`src/rtl/trig_in_conditioner_pkg.sv`:
```
// Shared mode/state encodings and the per-channel event decode for the
// multi-channel trigger input conditioner.
package trig_in_conditioner_pkg;

   typedef enum logic [1:0] {
      TRIG_MODE_RISE  = 2'b00,
      TRIG_MODE_FALL  = 2'b01,
      TRIG_MODE_BOTH  = 2'b10,
      TRIG_MODE_LEVEL = 2'b11
   } trig_mode_e;

   typedef enum logic [1:0] {
      TRIG_ST_IDLE    = 2'b00,
      TRIG_ST_ARMED   = 2'b01,
      TRIG_ST_PULSE   = 2'b10,
      TRIG_ST_HOLDOFF = 2'b11
   } trig_state_e;

   // Event from the filtered level and its one-cycle-delayed copy.
   function automatic logic trig_chan_event(input trig_mode_e mode,
                                            input logic       level,
                                            input logic       level_d);
      logic ev;
      case (mode)
         TRIG_MODE_RISE:  ev = level & ~level_d;
         TRIG_MODE_FALL:  ev = ~level & level_d;
         TRIG_MODE_BOTH:  ev = level ^ level_d;
         default:         ev = level;
      endcase
      return ev;
   endfunction

endpackage

```
`src/rtl/trig_in_conditioner_chan_filter.sv`:
```
// One trigger channel: synchroniser chain, glitch filter and edge/level
// event decode, all in the fe_clk domain.
module trig_in_conditioner_chan_filter
   import trig_in_conditioner_pkg::*;
#(
   parameter int pSYNC_STAGES  = 2,
   parameter int pFILTER_WIDTH = 4
) (
   input  logic                     fe_clk,
   input  logic                     fpga_reset,
   input  logic                     trig_in,
   input  logic [pFILTER_WIDTH-1:0] filter_len,
   input  trig_mode_e               mode,
   output logic                     level,
   output logic                     event_out
);

   localparam logic [pFILTER_WIDTH-1:0] FILT_ONE = {{(pFILTER_WIDTH-1){1'b0}}, 1'b1};

   logic [pSYNC_STAGES-1:0]  sync_reg;
   logic                     synced;
   logic                     filt_reg;
   logic                     filt_d_reg;
   logic [pFILTER_WIDTH-1:0] stable_cnt_reg;

   assign synced = sync_reg[pSYNC_STAGES-1];

   always_ff @(posedge fe_clk) begin
      if (fpga_reset) begin
         sync_reg <= '0;
      end else begin
         sync_reg <= {sync_reg[pSYNC_STAGES-2:0], trig_in};
      end
   end

   // The counter holds how many earlier cycles the synced value has already
   // disagreed; a zero length therefore degenerates to a plain register stage.
   always_ff @(posedge fe_clk) begin
      if (fpga_reset) begin
         filt_reg       <= 1'b0;
         filt_d_reg     <= 1'b0;
         stable_cnt_reg <= '0;
      end else begin
         filt_d_reg <= filt_reg;
         if (synced != filt_reg) begin
            if (stable_cnt_reg >= filter_len) begin
               filt_reg       <= synced;
               stable_cnt_reg <= '0;
            end else begin
               stable_cnt_reg <= stable_cnt_reg + FILT_ONE;
            end
         end else begin
            stable_cnt_reg <= '0;
         end
      end
   end

   assign level     = filt_reg;
   assign event_out = trig_chan_event(mode, filt_reg, filt_d_reg);

endmodule

```
`src/rtl/trig_in_conditioner.sv`:
```
// Multi-channel trigger conditioner: per-channel filtering, OR/AND combine,
// arm/pulse/holdoff FSM and a saturating fired-trigger counter.
module trig_in_conditioner
   import trig_in_conditioner_pkg::*;
#(
   parameter int pCHANNELS     = 4,
   parameter int pSYNC_STAGES  = 2,
   parameter int pFILTER_WIDTH = 4,
   parameter int pPULSE_WIDTH  = 8,
   parameter int pCOUNT_WIDTH  = 16
) (
   input  logic                     fe_clk,
   input  logic                     fpga_reset,
   input  logic [pCHANNELS-1:0]     I_trig_in,
   input  logic [pCHANNELS-1:0]     I_chan_en,
   input  logic [2*pCHANNELS-1:0]   I_mode,
   input  logic                     I_combine_and,
   input  logic [pFILTER_WIDTH-1:0] I_filter_len,
   input  logic [pPULSE_WIDTH-1:0]  I_pulse_len,
   input  logic [pPULSE_WIDTH-1:0]  I_holdoff,
   input  logic                     I_arm,
   input  logic                     I_oneshot,
   input  logic                     I_clear_count,
   output logic                     O_trig_out,
   output logic [pCHANNELS-1:0]     O_chan_level,
   output logic [pCOUNT_WIDTH-1:0]  O_trig_count,
   output logic [1:0]               O_state
);

   localparam logic [pPULSE_WIDTH-1:0] PULSE_ONE = {{(pPULSE_WIDTH-1){1'b0}}, 1'b1};
   localparam logic [pCOUNT_WIDTH-1:0] COUNT_ONE = {{(pCOUNT_WIDTH-1){1'b0}}, 1'b1};

   logic [pCHANNELS-1:0] event_vec;
   logic [pCHANNELS-1:0] level_vec;

   for (genvar gi = 0; gi < pCHANNELS; gi++) begin : g_chan
      trig_in_conditioner_chan_filter #(
         .pSYNC_STAGES  (pSYNC_STAGES),
         .pFILTER_WIDTH (pFILTER_WIDTH)
      ) u_chan (
         .fe_clk     (fe_clk),
         .fpga_reset (fpga_reset),
         .trig_in    (I_trig_in[gi]),
         .filter_len (I_filter_len),
         .mode       (trig_mode_e'(I_mode[2*gi +: 2])),
         .level      (level_vec[gi]),
         .event_out  (event_vec[gi])
      );
   end

   assign O_chan_level = level_vec;

   // With no channel enabled the AND reduction would be vacuously true, so
   // it is gated by "any enabled" to keep both modes silent.
   logic any_event;
   logic all_event;
   logic comb_event;
   logic fire;

   assign any_event  = |(event_vec & I_chan_en);
   assign all_event  = (|I_chan_en) & (&(event_vec | ~I_chan_en));
   assign comb_event = I_combine_and ? all_event : any_event;

   trig_state_e             state_reg;
   logic                    trig_out_reg;
   logic                    arm_d_reg;
   logic [pPULSE_WIDTH-1:0] phase_cnt_reg;
   logic [pPULSE_WIDTH-1:0] pulse_len_reg;
   logic [pPULSE_WIDTH-1:0] holdoff_reg;
   logic                    oneshot_reg;

   assign fire = (state_reg == TRIG_ST_ARMED) & I_arm & comb_event;

   // Timing settings are captured at fire so PULSE/HOLDOFF ignore live edits.
   always_ff @(posedge fe_clk) begin
      if (fpga_reset) begin
         state_reg     <= TRIG_ST_IDLE;
         trig_out_reg  <= 1'b0;
         arm_d_reg     <= 1'b0;
         phase_cnt_reg <= '0;
         pulse_len_reg <= '0;
         holdoff_reg   <= '0;
         oneshot_reg   <= 1'b0;
      end else begin
         arm_d_reg <= I_arm;
         if (!I_arm) begin
            state_reg    <= TRIG_ST_IDLE;
            trig_out_reg <= 1'b0;
         end else begin
            case (state_reg)
               TRIG_ST_IDLE: begin
                  if (!arm_d_reg) begin
                     state_reg <= TRIG_ST_ARMED;
                  end
               end
               TRIG_ST_ARMED: begin
                  if (fire) begin
                     state_reg     <= TRIG_ST_PULSE;
                     trig_out_reg  <= 1'b1;
                     phase_cnt_reg <= '0;
                     pulse_len_reg <= I_pulse_len;
                     holdoff_reg   <= I_holdoff;
                     oneshot_reg   <= I_oneshot;
                  end
               end
               TRIG_ST_PULSE: begin
                  if (phase_cnt_reg == pulse_len_reg) begin
                     trig_out_reg  <= 1'b0;
                     phase_cnt_reg <= '0;
                     if (holdoff_reg != '0) begin
                        state_reg <= TRIG_ST_HOLDOFF;
                     end else if (oneshot_reg) begin
                        state_reg <= TRIG_ST_IDLE;
                     end else begin
                        state_reg <= TRIG_ST_ARMED;
                     end
                  end else begin
                     phase_cnt_reg <= phase_cnt_reg + PULSE_ONE;
                  end
               end
               TRIG_ST_HOLDOFF: begin
                  if ((phase_cnt_reg + PULSE_ONE) == holdoff_reg) begin
                     phase_cnt_reg <= '0;
                     state_reg     <= oneshot_reg ? TRIG_ST_IDLE : TRIG_ST_ARMED;
                  end else begin
                     phase_cnt_reg <= phase_cnt_reg + PULSE_ONE;
                  end
               end
               default: begin
                  state_reg <= TRIG_ST_IDLE;
               end
            endcase
         end
      end
   end

   // Clear has priority, but a fire in the same cycle is still counted.
   logic [pCOUNT_WIDTH-1:0] trig_count_reg;

   always_ff @(posedge fe_clk) begin
      if (fpga_reset) begin
         trig_count_reg <= '0;
      end else if (I_clear_count) begin
         trig_count_reg <= fire ? COUNT_ONE : '0;
      end else if (fire && !(&trig_count_reg)) begin
         trig_count_reg <= trig_count_reg + COUNT_ONE;
      end
   end

   assign O_trig_out   = trig_out_reg;
   assign O_trig_count = trig_count_reg;
   assign O_state      = state_reg;

endmodule

```
`config.mk`:
```
export PLATFORM = sky130hd
export DESIGN_NAME = trig_in_conditioner
export DESIGN_NICKNAME = d
export VERILOG_FILES = /design/src/rtl/trig_in_conditioner_pkg.sv /design/src/rtl/trig_in_conditioner_chan_filter.sv /design/src/rtl/trig_in_conditioner.sv
export SDC_FILE = /design/constraint.sdc
export NUM_CORES = 1
export LEC_CHECK = 0
export ABC_AREA = 1
export CORE_ASPECT_RATIO = 1.75
export CORE_MARGIN = 3
export CORE_UTILIZATION = 38
export DETAILED_ROUTE_END_ITERATION = 8
export PLACE_DENSITY = 0.58
export SYNTH_ARGS = -nofsm -noshare
export SYNTH_HDL_FRONTEND = slang
export SYNTH_SLANG_ARGS = --single-unit
```
`constraint.sdc`:
```
create_clock -name fe_clk -period 2.2 [get_ports fe_clk]
set_input_delay 0.22 -clock fe_clk [delete_from_list [all_inputs] [get_ports fe_clk]]
set_output_delay 0.22 -clock fe_clk [all_outputs]
set_load 0.02 [all_outputs]
```
==> impl_metrics.json, run 1 <==
{
  "setup_ws_ns": 0.190,
  "drive_above_1_share": 0.0860,
  "routed_wl_um": 11600,
  "p_leak_nw": 2.37,
  "final_cell_mix": "nand2_1 (112), nor2_1 (102), inv_1 (96), dfxtp_1 (76), clkdlybuf4s50_1 (64)",
  "crit_slowest_cell": "dfxtp_1",
  "instances_no_fill": 853,
  "ant_nets": 0,
  "vias": 4184,
  "clk_pin_slew_ns": 0.06,
  "grt.overflow.total": 0,
  "dieArea_sq_um": 12800,
  "whs_path_depth": 3,
  "n_antenna_cell": 0,
  "setup_viol": 0,
  "place_ws_ns": 0.00513,
  "numPortBuffers": 64,
  "synth_area_per_cell_sq_um": 6.86,
  "drt_iter0_drc": 120,
  "rsz0062_at_grt": "false",
  "tritoncts": "yes",
  "status": "finished clean",
  "numPlacedInstances": 832,
  "nets": 788,
  "grt_first_pass_wirelength_um": 19200,
  "whs_ns": 0.402,
  "peakVddDrop_mv": 0.551,
  "r2r_start": "phase_cnt_reg[1]$_SDFFE_PP0P_",
  "netlist_instances": 636,
  "wl_per_cell_um": 13.6,
  "finalHoldViolCount": 0,
  "maxSlewViolCount": 0,
  "power.density_nw_per_um2": 631,
  "cts_sinks": 77,
  "crit_path_start_kind": "flop",
  "min_from": "I_trig_in[0]",
  "yosys_warnings": 0,
  "critPathMaxFanout": 8,
  "layout_commonest_cell": "nand2_1",
  "dr.pass1.iters": 4,
  "yosysSeqAreaShare": 0.354,
  "die_width_um": 87.0,
  "worst_setup_path_end_kind": "flop",
  "critPathKind": "flop to flop",
  "clockBufferDepth": 2,
  "required_ns": 2.47,
  "die_y_um": 148,
  "hpwlAfterDp_um": 9090,
  "placed_area_sq_um": 5190,
  "period_minus_slack_ns": 2.01,
  "rr_worst_depth": 15,
  "power_mw": 3.52,
  "finClkSkew_ns": 0.00492,
  "grt_use_total": 0.189,
  "min_period_over_period": 0.913,
  "worstPathCellList": "ha_1, nand2_1, nor2_2, nand2_1, nand2_1, nand3_1, nand2_1, inv_1, nand3_1, nand2_2, inv_2, nand2_1, nand2_1, inv_1, nor2_1",
  "maxCapViolCount": 0,
  "synthDistinctLibCells": 34,
  "fin_util": 0.499,
  "insertion_delay_ns": 0.33,
  "fmax_mhz": 498,
  "final_area_sq_um": 5570,
  "start_util": 0.390,
  "maxSlewHeadroom": 0.594,
  "nFillCells": 1128,
  "via_per_inst": 4.91,
  "cts_made_buffers": 9,
  "setup_tns_ns": 0,
  "synth_area_sq_um": 4360,
  "cts-root-buf": "clkbuf_16",
  "placementRows": 51,
  "worstMarginPinSlew_ns": 0.607,
  "antenna_found_initial": 0,
  "grt_start_max_net_pins": 25,
  "synth_nets": 708,
  "arrival_ns": 2.28,
  "path_common_cell": "nand2_1",
  "ys_ff_latch": 77,
  "syn_to_final_growth_pct": 27.8,
  "h-tree-depth": 3,
  "core_sq_um": 11200,
  "cp-startpoint": "phase_cnt_reg[1]$_SDFFE_PP0P_",
  "grt_pass1_vias": 4293,
  "ios": 65,
  "drc": 0,
  "min_path_type": "input pin to flop",
  "gp_congestion": 0.873,
  "critPathMaxStageDelay_ns": 0.34
}
## critical path: cells and delay by family (launching register included)
kind / cells / cell delay (ns)
simple gates: 11 / 1.18
flops: 1 / 0.34
fa+ha+maj: 1 / 0.21
buf+inv: 3 / 0.21
## cell families (layout without fill, tap and decap cells)
logic type,count (synthesis),count (layout),share of synthesized area
compound gates,86,86,0.106
simple gates,301,302,0.296
fa+ha+maj,30,30,0.0861
buf+inv,120,204,0.114
flops,77,77,0.354
xor+xnor,22,22,0.0442
## synth_stat cells, drive strengths merged
master,count,share of area
nor3,7,0.0092
dfxtp,77,0.35
a211oi,1,0.0017
or2,1,0.0014
nand3b,1,0.0017
nand3,50,0.059
o21ai,44,0.051
a21oi,31,0.036
clkbuf,7,0.0063
inv,100,0.086
xnor2,12,0.024
nor4,4,0.0057
nand2,120,0.11
buf,12,0.021
o211ai,4,0.0069
xor2,10,0.020
nand4,11,0.016
a211o,4,0.0080
ha,30,0.086
nor2,107,0.096
clkinv,1,0.00086
o21bai,2,0.0034
## path summary, 6_finish.rpt
kind	slack [ns]	endpoint
setup / recovery	0.19	phase_cnt_reg[1]$_SDFFE_PP0P_
hold / removal	0.40	g_chan[0].u_chan.sync_reg[0]$_SDFF_PP0_
hold reg to reg	0.41	g_chan[3].u_chan.sync_reg[1]$_SDFF_PP0_
setup reg to reg	0.19	phase_cnt_reg[1]$_SDFFE_PP0P_
## what timing repair did
action	CTS	global route
hold buffers	0	0
setup endpoints to repair	0	22
resized for setup	0	12
setup buffers	0	3
## layout make-up
type	instances	area, sq um	share of cell area
clock buffer	9	225	0.0404
timing repair inverter	1	7.51	0.00135
sequential	77	1540	0.277
tap	132	165	0.0296
inverter	101	383	0.0687
timing repair buffer	86	806	0.145
clock inverter	7	98.8	0.0177
multi-input combinational	440	2340	0.421
## layer usage
| metal | up-vias | global-route usage | routed length [um] |
|---|---|---|---|
| li1 | 2181 | - | - |
| met1 | 1899 | 0.187 | 4260 |
| met2 | 74 | 0.363 | 6530 |
| met3 | 30 | 0.0279 | 348 |
| met4 | 0 | 0.0967 | 437 |
| met5 | - | 0 | 0 |
## power breakdown
part	switching [mW]	leakage (nW)	internal (mW)
registers	0.0402	0.625	1.44
logic	0.237	1.60	0.200
clock network	0.608	0.144	0.997
total	0.886	2.37	2.63
Note: power is estimated with default switching activity, not from simulation.
==> run 2: changes to the inputs <==
Settings changed: CORE_UTILIZATION 38 to 55, PLACE_DENSITY 0.58 to 0.8.
==> run 2 against run 1 <==
Against the previous run: sequential share of layout area grew 0.83 points; combinational power shrank 2%; sequential power is essentially flat; maximum frequency grew 0.17%; clock power shrank 14%; register-to-register slack is essentially flat; worst hold slack lost 0.0085 ns; non-clock buffer count shrank 9; first-iteration DRC count grew 87%; highest routed layer unchanged.
==> impl_metrics.json, run 2 (synthesis results as in run 1) <==
{
  "critPathMaxStageDelay_ns": 0.51,
  "min_period_over_period": 0.912,
  "cts_setup_buffers": 0,
  "maxSlewHeadroom": 0.595,
  "p_leak_nw": 2.32,
  "clkPwrFrac": 0.422,
  "drive_above_1_share": 0.0759,
  "worstPathCellList": "nand3_1, o21bai_1, nand2_1, nand2_1, nand2_1, nor2_1, nand3_1, nand2_2, inv_2, nor2_1, nor2_1, nor2_1",
  "cts_made_buffers": 9,
  "critPathKind": "flop to flop",
  "grt_first_pass_wirelength_um": 17700,
  "dr.pass1.iters": 5,
  "crit_path_start_kind": "flop",
  "fin_util": 0.710,
  "switching_share": 0.264,
  "min_path_type": "input pin to flop",
  "finClkSkew_ns": 0.00656,
  "die_width_um": 73.3,
  "h-tree-depth": 3,
  "core_sq_um": 7620,
  "fmax_mhz": 498,
  "peakVddDrop_mv": 0.542,
  "power_frac_comb": 0.130,
  "start_util": 0.572,
  "whs_ns": 0.394,
  "vias": 4275,
  "layout_commonest_cell": "nand2_1",
  "antenna_found_initial": 0,
  "maxSlewViolCount": 0,
  "ios": 65,
  "routed_wl_um": 10800,
  "tritoncts": "yes",
  "seqPwrFrac": 0.448,
  "critPathMaxFanout": 8,
  "power.internal_mw": 2.43,
  "p_switching_mw": 0.870,
  "nets": 778,
  "rsz0062_at_grt": "false",
  "placed_area_sq_um": 5090,
  "cts-root-buf": "clkbuf_16",
  "nFillCells": 607,
  "grt_use_total": 0.251,
  "via_per_inst": 5.34,
  "maxCapViolCount": 0,
  "drt_iter0_drc": 224,
  "clockBufferDepth": 2,
  "power.density_nw_per_um2": 610,
  "grt_start_max_net_pins": 28,
  "worstMarginPinSlew_ns": 0.606,
  "die_y_um": 124,
  "finalHoldViolCount": 0,
  "final_area_sq_um": 5410,
  "arrival_ns": 2.28,
  "crit_slowest_cell": "dfxtp_1",
  "gp_congestion": 0.959,
  "drc": 0,
  "required_ns": 2.47,
  "grt.overflow.total": 0,
  "syn_to_final_growth_pct": 24.1,
  "clk_pin_slew_ns": 0.06,
  "numPortBuffers": 64,
  "dieArea_sq_um": 9070,
  "hpwlAfterDp_um": 8490,
  "insertion_delay_ns": 0.34,
  "worst_setup_path_end_kind": "flop",
  "ant_nets": 0,
  "period_minus_slack_ns": 2.01,
  "setup_tns_ns": 0,
  "cts_sinks": 77,
  "setup_viol": 0,
  "grt_pass1_vias": 4272,
  "final_cell_mix": "nand2_1 (110), nor2_1 (102), inv_1 (96), dfxtp_1 (76), clkdlybuf4s50_1 (64)",
  "placementRows": 42,
  "wl_per_cell_um": 13.5,
  "status": "finished clean",
  "path_common_cell": "nor2_1"
}
-- run 2: cell count changes in the layout (fill, tap and decap cells not counted), sizes merged --
cell | before | now
nand2 | 121 | 120
clkbuf | 9 | 10
buf | 22 | 13
clkinv | 1 | 4
bufinv | 2 | 0
diode | 0 | 1
clkinvlp | 6 | 4
-- run 2: what timing repair did --
action                                  in CTS  in global routing
endpoints found under the setup margin       0                 15
hold buffers                                 0                  0
gates resized for setup                      0                 13
-- run 2: worst paths after layout --
path,startpoint,end,slack [ns],cells past startpoint
setup / recovery,phase_cnt_reg[2]$_SDFFE_PP0P_,O_state[0]$_SDFFE_PP0P_,0.19,12
hold / removal,I_trig_in[1],g_chan[1].u_chan.sync_reg[0]$_SDFF_PP0_,0.39,3
setup reg to reg,phase_cnt_reg[2]$_SDFFE_PP0P_,O_state[0]$_SDFFE_PP0P_,0.19,12
hold reg to reg,g_chan[0].u_chan.sync_reg[0]$_SDFF_PP0_,g_chan[0].u_chan.sync_reg[1]$_SDFF_PP0_,0.40,2
-- run 2: per-layer routing --
layer  vias to the layer above  track usage  wire, um
li1                       2162            -         -
met1                      1974        0.230      3780
met2                       109        0.484      6280
met3                        30       0.0525       409
met4                         0        0.152       348
met5                         -            0         0
-- run 2: metrics by stage --
step,setup WS (ns),power [mW],cells
2_1_floorplan,0.282,1.75,636
4_1_cts,0.113,3.31,798
3_3_place_gp,0.161,1.91,782
5_1_grt,0.000120,3.43,799
3_5_place_dp,0.0915,1.92,782
6_report,0.194,3.30,800
-- run 2: power by group through the flow --
stage	Sequential (mW)	Combinational [mW]	Clock [mW]
after floorplan	1.50	0.250	0
after global placement	1.51	0.401	0
after detailed placement	1.51	0.417	0
after global routing	1.48	0.485	1.47
after CTS	1.48	0.422	1.41
final	1.48	0.428	1.39
-- run 2: final cells by class --
type	count	area (sq um)	share of cell area
Antenna cell	1	2.50	0.000462
Clock buffer	10	239	0.0442
Clock inverter	6	46.3	0.00855
Inverter	101	383	0.0708
Multi-Input combinational cell	439	2340	0.433
Sequential cell	77	1540	0.285
Tap cell	88	110	0.0203
Timing Repair Buffer	77	738	0.136
Timing Repair inverter	1	7.51	0.00139
-- run 2: critical path, delay by kind of cell (launching register included) --
| family | cells | cell delay (ns) |
|---|---|---|
| simple gates | 10 | 1.14 |
| flops | 1 | 0.51 |
| compound gates | 1 | 0.22 |
| buf+inv | 1 | 0.07 |
==> run 3: changes to the inputs <==
Settings changed: SKIP_CTS_REPAIR_TIMING from default to 1.
==> results of run 3 <==
No change in the layout: final DEF, timing and power equal those of run 2.
